### src/rtl/mult_pkg.sv
// rtl/mult_pkg.sv - shared types and Booth digit decode for the sequential multiplier
// Contents: FSM state enum, Booth selection encoding, default operand width,
//           booth_decode() mapping a radix-4 digit {b[i+1], b[i], b[i-1]} to a selection.
package mult_pkg;

    localparam int DEFAULT_WIDTH = 32;

    typedef enum logic [1:0] {
        IDLE = 2'd0,
        RUN  = 2'd1,
        DONE = 2'd2
    } state_t;

    typedef enum logic [2:0] {
        SEL_ZERO = 3'd0,
        SEL_POS1 = 3'd1,
        SEL_POS2 = 3'd2,
        SEL_NEG1 = 3'd3,
        SEL_NEG2 = 3'd4
    } sel_t;

    function automatic sel_t booth_decode(input logic [2:0] digit);
        sel_t sel;
        case (digit)
            3'b001, 3'b010: sel = SEL_POS1;
            3'b011:         sel = SEL_POS2;
            3'b100:         sel = SEL_NEG2;
            3'b101, 3'b110: sel = SEL_NEG1;
            default:        sel = SEL_ZERO;
        endcase
        return sel;
    endfunction

endpackage

### src/rtl/booth_mult_seq_if.sv
// rtl/booth_mult_seq_if.sv - start/done handshake and operand/result bundle of the multiplier
// Signals: start, a, b (requester -> multiplier); busy, done, hi, lo (multiplier -> requester).
// Modports: master = control unit side, slave = multiplier side.
interface booth_mult_seq_if #(
    parameter int WIDTH = mult_pkg::DEFAULT_WIDTH
) ();
    logic             start;
    logic [WIDTH-1:0] a;
    logic [WIDTH-1:0] b;
    logic             busy;
    logic             done;
    logic [WIDTH-1:0] hi;
    logic [WIDTH-1:0] lo;

    modport master (
        output start, a, b,
        input  busy, done, hi, lo
    );

    modport slave (
        input  start, a, b,
        output busy, done, hi, lo
    );
endinterface

### src/rtl/booth_digit_sel.sv
// rtl/booth_digit_sel.sv - combinational radix-4 Booth addend selection
// Ports: digit_i  3-bit Booth digit {L[1], L[0], x}
//        m_i      sign-extended multiplicand, WIDTH+2 bits
//        addend_o one of 0, +M, +2M, -M, -2M, WIDTH+2 bits two's complement
module booth_digit_sel
    import mult_pkg::*;
#(
    parameter int WIDTH = DEFAULT_WIDTH
) (
    input  logic [2:0]       digit_i,
    input  logic [WIDTH+1:0] m_i,
    output logic [WIDTH+1:0] addend_o
);

    sel_t             sel;
    logic [WIDTH+1:0] mag;

    always_comb begin
        sel = booth_decode(digit_i);
        mag = '0;
        case (sel)
            SEL_POS1, SEL_NEG1: mag = m_i;
            SEL_POS2, SEL_NEG2: mag = {m_i[WIDTH:0], 1'b0};
            default:            mag = '0;
        endcase
        // Two guard bits in M keep 2M and its negation representable for any operand.
        if (sel == SEL_NEG1 || sel == SEL_NEG2) begin
            addend_o = ~mag + 1'b1;
        end else begin
            addend_o = mag;
        end
    end

endmodule

### src/rtl/booth_mult_seq.sv
// rtl/booth_mult_seq.sv - sequential radix-4 Booth signed multiplier, one digit per clock
// Ports: clk   rising-edge clock
//        reset synchronous active-high reset
//        bus   booth_mult_seq_if.slave: start/a/b in, busy/done/hi/lo out
module booth_mult_seq
    import mult_pkg::*;
#(
    parameter int WIDTH = DEFAULT_WIDTH
) (
    input  logic                  clk,
    input  logic                  reset,
    booth_mult_seq_if.slave       bus
);

    localparam int STEPS = WIDTH / 2;
    localparam int CNT_W = (STEPS > 1) ? $clog2(STEPS) : 1;
    localparam logic [CNT_W-1:0] LAST_STEP = CNT_W'(STEPS - 1);

    state_t           state_q, state_d;
    logic [CNT_W-1:0] cnt_q, cnt_d;
    logic [WIDTH+1:0] m_q, m_d;
    logic [WIDTH+1:0] u_q, u_d;
    logic [WIDTH-1:0] l_q, l_d;
    logic             x_q, x_d;
    logic [WIDTH-1:0] hi_q, hi_d;
    logic [WIDTH-1:0] lo_q, lo_d;

    logic [WIDTH+1:0] addend;
    logic [WIDTH+1:0] sum;

    booth_digit_sel #(.WIDTH(WIDTH)) u_digit_sel (
        .digit_i  ({l_q[1:0], x_q}),
        .m_i      (m_q),
        .addend_o (addend)
    );

    assign sum = u_q + addend;

    always_ff @(posedge clk) begin
        if (reset) begin
            state_q <= IDLE;
            cnt_q   <= '0;
            m_q     <= '0;
            u_q     <= '0;
            l_q     <= '0;
            x_q     <= 1'b0;
            hi_q    <= '0;
            lo_q    <= '0;
        end else begin
            state_q <= state_d;
            cnt_q   <= cnt_d;
            m_q     <= m_d;
            u_q     <= u_d;
            l_q     <= l_d;
            x_q     <= x_d;
            hi_q    <= hi_d;
            lo_q    <= lo_d;
        end
    end

    always_comb begin
        state_d = state_q;
        cnt_d   = cnt_q;
        m_d     = m_q;
        u_d     = u_q;
        l_d     = l_q;
        x_d     = x_q;
        hi_d    = hi_q;
        lo_d    = lo_q;

        case (state_q)
            IDLE: begin
                if (bus.start) begin
                    m_d     = {{2{bus.a[WIDTH-1]}}, bus.a};
                    u_d     = '0;
                    l_d     = bus.b;
                    x_d     = 1'b0;
                    cnt_d   = '0;
                    state_d = RUN;
                end
            end
            RUN: begin
                // Arithmetic right shift by two of {sum, L, x}.
                u_d   = {{2{sum[WIDTH+1]}}, sum[WIDTH+1:2]};
                l_d   = {sum[1:0], l_q[WIDTH-1:2]};
                x_d   = l_q[1];
                cnt_d = cnt_q + 1'b1;
                if (cnt_q == LAST_STEP) begin
                    // Capture the product on the last step so hi/lo are valid with done.
                    hi_d    = u_d[WIDTH-1:0];
                    lo_d    = l_d;
                    state_d = DONE;
                end
            end
            DONE: begin
                state_d = IDLE;
            end
            default: begin
                state_d = IDLE;
            end
        endcase
    end

    assign bus.busy = (state_q == RUN);
    assign bus.done = (state_q == DONE);
    assign bus.hi   = hi_q;
    assign bus.lo   = lo_q;

endmodule

### src/flat_wrapper.sv
// flat-port wrapper written by rule: the top's interface ports become plain ports
module booth_mult_seq_flat import mult_pkg::*;
#(
    parameter int WIDTH = DEFAULT_WIDTH
)
  (clk, reset, bus_start, bus_a, bus_b, bus_busy, bus_done, bus_hi, bus_lo);
  booth_mult_seq_if #(.WIDTH(WIDTH)) bus_i ();
  input  logic clk;
  input  logic reset;
  input wire logic [$bits(bus_i.start)-1:0] bus_start;
  input wire logic [$bits(bus_i.a)-1:0] bus_a;
  input wire logic [$bits(bus_i.b)-1:0] bus_b;
  output wire logic [$bits(bus_i.busy)-1:0] bus_busy;
  output wire logic [$bits(bus_i.done)-1:0] bus_done;
  output wire logic [$bits(bus_i.hi)-1:0] bus_hi;
  output wire logic [$bits(bus_i.lo)-1:0] bus_lo;
  assign bus_i.start = bus_start;
  assign bus_i.a = bus_a;
  assign bus_i.b = bus_b;
  assign bus_busy = bus_i.busy;
  assign bus_done = bus_i.done;
  assign bus_hi = bus_i.hi;
  assign bus_lo = bus_i.lo;
  booth_mult_seq #(.WIDTH(WIDTH)) u_core (.clk(clk), .reset(reset), .bus(bus_i));
endmodule
### config.mk
export PLATFORM = sky130hd
export DESIGN_NAME = booth_mult_seq_flat
export DESIGN_NICKNAME = d
export VERILOG_FILES = /design/src/rtl/mult_pkg.sv /design/src/rtl/booth_mult_seq_if.sv /design/src/rtl/booth_digit_sel.sv /design/src/rtl/booth_mult_seq.sv /design/src/flat_wrapper.sv
export SDC_FILE = /design/constraint.sdc
export NUM_CORES = 1
export LEC_CHECK = 0
export CORE_ASPECT_RATIO = 0.5
export CORE_UTILIZATION = 50
export CTS_CLUSTER_SIZE = 14
export DETAILED_ROUTE_END_ITERATION = 10
export PLACE_DENSITY = 0.82
export SYNTH_ARGS = -nofsm -noshare
export SYNTH_HDL_FRONTEND = slang
export SYNTH_SLANG_ARGS = --single-unit
export TNS_END_PERCENT = 5
### constraint.sdc
create_clock -name clk -period 5.1 [get_ports clk]
set_input_delay 1.02 -clock clk [delete_from_list [all_inputs] [get_ports clk]]
set_output_delay 1.02 -clock clk [all_outputs]
set_load 0.03 [all_outputs]
==> impl_metrics.toml, run 1 <==
[cts]
cts_tree = "done"
clk_pin_slew_ps = 70
cts_sinks = 167
htree_num_levels = 4
clockBufferDepth = 2
insertion_delay_ps = 430
ctsHoldBuffers = 0
cts_root_buffer = "clkbuf_16"
numCtsBuffers = 17

[detailed_routing]
routed_via_density = 5.88
drtIter0Drc = 1051
firstDrtPassIters = 6
ant_nets = 0
wl_mm = 28.0
wl_per_cell_um = 17.2
drc_errors = 0
vias = 9579

[synth]
synthMuxAreaShare_pct = 0.842
yosysWarningCount = 0
syn_nets = 1379
synth.most_common_cell = "nand2_1"
yosys.area_share.adder_pct = 4.89
netlist.area_leader.share_pct = 35.7
syn_area_per_cell_um2 = 7.34
netlist_area_um2 = 9360
synth_compound_area_share_pct = 22.1
async_flop_share_pct = 0
ys.flop_type = "dfxtp_1"
synth_xor_area_share_pct = 5.77
ys_ff_latch = 167
synth_top_cell_by_area = "dfxtp_1"
synthTopCellsByArea = "dfxtp_1 36%, nand2_1 11%, a21oi_1 8.7%"
ys_top_cells_by_count = "266 x nand2_1, 167 x dfxtp_1, 162 x a21oi_1"
synthCells = 1276
synth-simple-area-share_pct = 26.4
yosysUniqueCellTypes = 76
synth-edff-count = 0
yosysSeqAreaShare_pct = 35.7
synth_top_family_by_area = "simple AND/OR/NAND/NOR gates"

[sta]
finalMaxSlewViolations = 0
worstMarginPinSlew_ps = 1130
hold_slack_ps = 452
finalCritPeriodShare_pct = 94.4
finClkSkew_ps = 13.2
fmax_mhz = 208
slew_headroom_pct = 23.8
hold_viol = 0
setup_viol = 0
period_needed_ps = 4810

[placement]
dp_hpwl_mm = 19.8
dp.cells = 1598
portBuffers = 132
place_congestion = 1.04

[floorplanning]
die_w_um = 196
ios = 133
row_count = 34
die_y_um = 98.8
floorplan.die_area_um2 = 19300
initial_utilization_pct = 52.5
placeableCoreArea_um2 = 17800

[global_routing]
grt_max_degree = 93
grt_pass1_vias = 8690
busiest_layer = "met1"
use_met2_pct = 42.6
grtUsageMet1_pct = 42.9
track_usage_pct = 29.0
overflow = 0
met3_usage_pct = 7.05
antenna_found_initial = 0
grt_pass1_wl_mm = 45.0

[worst_setup_path]
cp_data_required_time_ps = 5470
critPathKind = "flip-flop to flip-flop"
critPathSlowestCell = "or4_1"
startpoint_type = "flip-flop"
cp.arrival_ps = 5180
crit_chain = "xor2_4, mux2_2, o41ai_4, buf_4, nand4_2, nor2_2, nand2_1, nand2_1, xor2_1, o221ai_1, ha_1, nand4_1, or4_1, nor3_1, buf_4, o21bai_1, nand2b_1, a211oi_1, or3_1, a21oi_1"
cp_slowest_stage_delay_ps = 530
path_max_fanout = 10
cp-end-kind = "flip-flop"

[final_layout]
insertedDiodeCount = 0
area_growth_syn_to_layout_pct = 25.0
fin_nets = 1487
drive_gt1_share_pct = 8.31
finish.utilization_pct = 65.7
finalNonFillerCells = 1630

[min_path]
hp-class = "flip-flop to flip-flop"

[power_and_ir_drop]
p_total_mw = 3.75
p_leak_nw = 4.43
power_density_nw_per_um2 = 321
vdd_drop_max_mv = 0.224

[job]
max-cap-violations = 0

[status]
status = "complete, no violations"
## placed cells by master (no fill, tap or decap), types with 10 or more instances in the layout
cell and count:
clkbuf_16 17, buf_4 49, and2_1 10, ha_1 34
inv_1 12, o21ai_0 44, nor2_1 159, a21oi_1 162
nor4_1 33, dfxtp_1 165, a31oi_1 12, nand3_1 34
clkdlybuf4s50_1 131, nand2_1 265, a211oi_1 16, a22o_1 10
nor3_1 15, xor2_1 24, xnor2_1 34
## sequential cells by signal, indices dropped and copies added, names as in the netlist
register,cells
u_core.m_q,32
u_core.u_q,32
u_core.bus.lo,32
u_core.state_q,2
u_core.bus.hi,32
u_core.x_q,1
u_core.cnt_q,4
u_core.l_q,32
## power breakdown
part	internal, mW	switching, mW
clock network	0.840	0.568
registers	1.36	0.0688
logic	0.365	0.546
total	2.57	1.18
## worst max-delay path, delay by kind of cell, from the launching register on
family	cells	cell delay [ps]
flip-flops	1	440
multiplexers	1	390
buffers and inverters	2	400
XOR/XNOR	2	360
AO/OA/AOI/OAI	5	790
adder cells (fa/ha/maj)	1	390
AND/OR/NAND/NOR	9	2000
## cell type report
class                           count  area (um2)
Clock buffer                       19         443
Clock inverter                     12         193
Fill cell                        1534        6120
Inverter                           12        45.0
Multi-Input combinational cell   1006        5700
Sequential cell                   167        3350
Tap cell                          234         293
Timing Repair Buffer              180        1680
## routing by layer
| metal | share of wire, % | routed length [um] | vias to the layer above |
|---|---|---|---|
| li1 | - | - | 4659 |
| met1 | 49 | 13700 | 4490 |
| met2 | 41 | 11500 | 406 |
| met3 | 9.0 | 2500 | 24 |
| met4 | 0.77 | 216 | 0 |
| met5 | 0 | 0 | - |
## worst paths after layout
kind                            startpoint                              to  slack [ps]  cells past startpoint
max             u_core.l_q[0]$_SDFFE_PP0P_  u_core.bus.hi[26]$_SDFFE_PP0P_         290                     20
min          u_core.bus.lo[6]$_SDFFE_PP0P_   u_core.bus.lo[6]$_SDFFE_PP0P_         450                      2
max reg2reg     u_core.l_q[0]$_SDFFE_PP0P_  u_core.bus.hi[26]$_SDFFE_PP0P_         290                     20
min reg2reg  u_core.bus.lo[6]$_SDFFE_PP0P_   u_core.bus.lo[6]$_SDFFE_PP0P_         450                      2
## cells by family after synthesis
kind of cell,Yosys count
AOI/OAI and AO/OA,336
xor gates and xnor gates,60
adders and majority gates,36
buffers and inverters,103
DFF,167
muxes,7
and+or+nand+nor,567
## timing repair
action	4_1_cts	5_1_grt
pin swaps	0	2
buffers inserted	0	1
gates resized for setup	2	20
endpoints found under the setup margin	3	28
## per-stage QoR
step | setup TNS (ps) | setup slack (ps) | instance area [um2]
after detailed placement | -3.73 | -3.73 | 11000
after global routing | -12.2 | -10.3 | 11700
final | 0 | 287 | 11700
after global placement | 0 | 77.8 | 11000
after CTS | 0 | 7.16 | 11600
after floorplan | 0 | 33.6 | 9360
Power figures use the tool's default switching activity.
==> run 2: changes to the inputs <==
- CAP_MARGIN: not set -> 5
==> results of run 2 <==
No change in the layout: final DEF, timing and power equal those of run 1.
==> run 3: changes to the inputs <==
- CORE_MARGIN: not set -> 2
==> run 3 against run 2 <==
Compared with the run above: final cell count is 0.92% higher; power is 2.8% lower; combinational power hardly changed; sequential share of layout area hardly changed; via count is 0.34% higher; highest routed layer unchanged.
==> impl_metrics.toml, run 3 (synthesis results as in run 1) <==
[status]
status = "complete, no violations"

[placement]
placedInstanceArea_um2 = 11000
portBuffers = 132
dp.cells = 1608
dp_hpwl_mm = 20.1
place_congestion = 0.957

[cts]
clockBufferDepth = 2
htree_num_levels = 4
cts_tree = "done"
cts_root_buffer = "clkbuf_16"
insertion_delay_ps = 440
clk_pin_slew_ps = 70
cts_sinks = 167
numCtsBuffers = 17

[worst_setup_path]
critPathSlowestCell = "o41ai_4"
cp_data_required_time_ps = 5420
cp-end-kind = "flip-flop"
crit_family = "compound AO/OA/AOI/OAI gates"
path_max_fanout = 9
cp_slowest_stage_delay_ps = 440
cp.arrival_ps = 5200
crit_chain = "xor2_4, mux2_2, o41ai_4, buf_4, nand2_1, o21ai_0, xor2_1, o221ai_1, ha_1, nand2_1, nor3_1, a31oi_1, nor4_2, a311oi_1, o21ai_0, a31o_2, nor4b_1, a211o_1"
critPathKind = "flip-flop to flip-flop"
path_buf_inv = 1
startpoint_type = "flip-flop"

[sta]
finClkSkew_ps = 11.8
finalMaxSlewViolations = 0
fmax_mhz = 205
hold_viol = 0
worstMarginPinSlew_ps = 1030
rsz0062_at_grt = "yes"
setup_viol = 0
period_needed_ps = 4880
finalCritPeriodShare_pct = 95.6
slew_headroom_pct = 31.0

[power_and_ir_drop]
p_leak_nw = 4.44
power_density_nw_per_um2 = 312
vdd_drop_max_mv = 0.221

[global_routing]
track_usage_pct = 28.0
grt_pass1_vias = 8401
antenna_found_initial = 1
overflow = 0
grt_max_degree = 94
grt_pass1_wl_mm = 44.0

[job]
max-cap-violations = 0

[detailed_routing]
wl_mm = 28.3
vias = 9612
drtIter0Drc = 952
firstDrtPassIters = 5
routed_via_density = 5.84
wl_per_cell_um = 17.2
ant_nets = 0
drc_errors = 0

[final_layout]
finalNonFillerCells = 1645
drive_gt1_share_pct = 8.55
area_growth_syn_to_layout_pct = 24.9
fin_nets = 1494
final_cell_mix = "265 x nand2_1, 165 x dfxtp_1, 162 x a21oi_1, 159 x nor2_1, 131 x clkdlybuf4s50_1"
final_common_cell = "nand2_1"
finalInstanceArea_um2 = 11700

[floorplanning]
floorplan.die_area_um2 = 19900
ios = 133
placeableCoreArea_um2 = 18400
die_w_um = 198
die_y_um = 101
initial_utilization_pct = 50.9
row_count = 35

[min_path]
hp-class = "flip-flop to flip-flop"
## run 3: changes by cell type in the layout (fill, tap and decap cells not counted), sizes merged
cell / previous run / this run
buf: 49 / 56
clkinvlp: 1 / 0
clkbuf: 19 / 18
clkinv: 4 / 7
inv: 15 / 18
diode: 0 / 1
bufinv: 4 / 1
## run 3: metal layers
| layer | vias up | share of wire (%) | GRT usage [%] |
|---|---|---|---|
| li1 | 4662 | - | - |
| met1 | 4441 | 48 | 41.8 |
| met2 | 466 | 41 | 41.0 |
| met3 | 43 | 8.9 | 5.52 |
| met4 | 0 | 1.5 | 7.40 |
| met5 | - | 0 | 0 |
## run 3: power by group
group | switching, mW | internal [mW]
registers | 0.0665 | 1.36
logic | 0.547 | 0.367
clock network | 0.602 | 0.701
## run 3: final cells by class
| class | instances | area, um2 |
|---|---|---|
| Inverter | 12 | 45.0 |
| Antenna cell | 1 | 2.50 |
| Multi-Input combinational cell | 1006 | 5670 |
| Timing Repair Buffer | 187 | 1740 |
| Fill cell | 1615 | 6700 |
| Clock inverter | 14 | 141 |
| Tap cell | 240 | 300 |
| Sequential cell | 167 | 3350 |
| Clock buffer | 18 | 439 |
## run 3: metrics by stage
step	utilization [%]	hold WS [ps]	TNS (ps)	total power, mW	setup slack [ps]
2_1_floorplan	-	426	0	2.03	33.6
3_3_place_gp	60.0	441	0	2.31	8.05
3_5_place_dp	60.0	447	-179	2.33	-59.3
4_1_cts	63.2	456	0	3.63	14.3
5_1_grt	63.6	481	-59.7	3.80	-26.5
6_report	63.6	454	0	3.65	223
## run 3: repair_timing
action / CTS / global route
endpoints found under the hold margin: 0 / 0
pin swaps: 0 / 3
buffers inserted: 0 / 4
hold buffers: 0 / 0
resized for setup: 2 / 14
endpoints found under the setup margin: 5 / 21
## run 3: worst paths after layout
kind                                        from                             end  cells after the start  slack (ps)
setup / recovery      u_core.l_q[0]$_SDFFE_PP0P_  u_core.bus.hi[20]$_SDFFE_PP0P_                     18         220
hold reg to reg   u_core.bus.lo[31]$_SDFFE_PP0P_  u_core.bus.lo[31]$_SDFFE_PP0P_                      2         450
hold / removal    u_core.bus.lo[31]$_SDFFE_PP0P_  u_core.bus.lo[31]$_SDFFE_PP0P_                      2         450
setup reg to reg      u_core.l_q[0]$_SDFFE_PP0P_  u_core.bus.hi[20]$_SDFFE_PP0P_                     18         220
## run 3: tightest hold or removal path, stage by stage (launching register included)
cell	delay, ps
dfxtp_1	310
nand2_1	50
a21oi_1	50
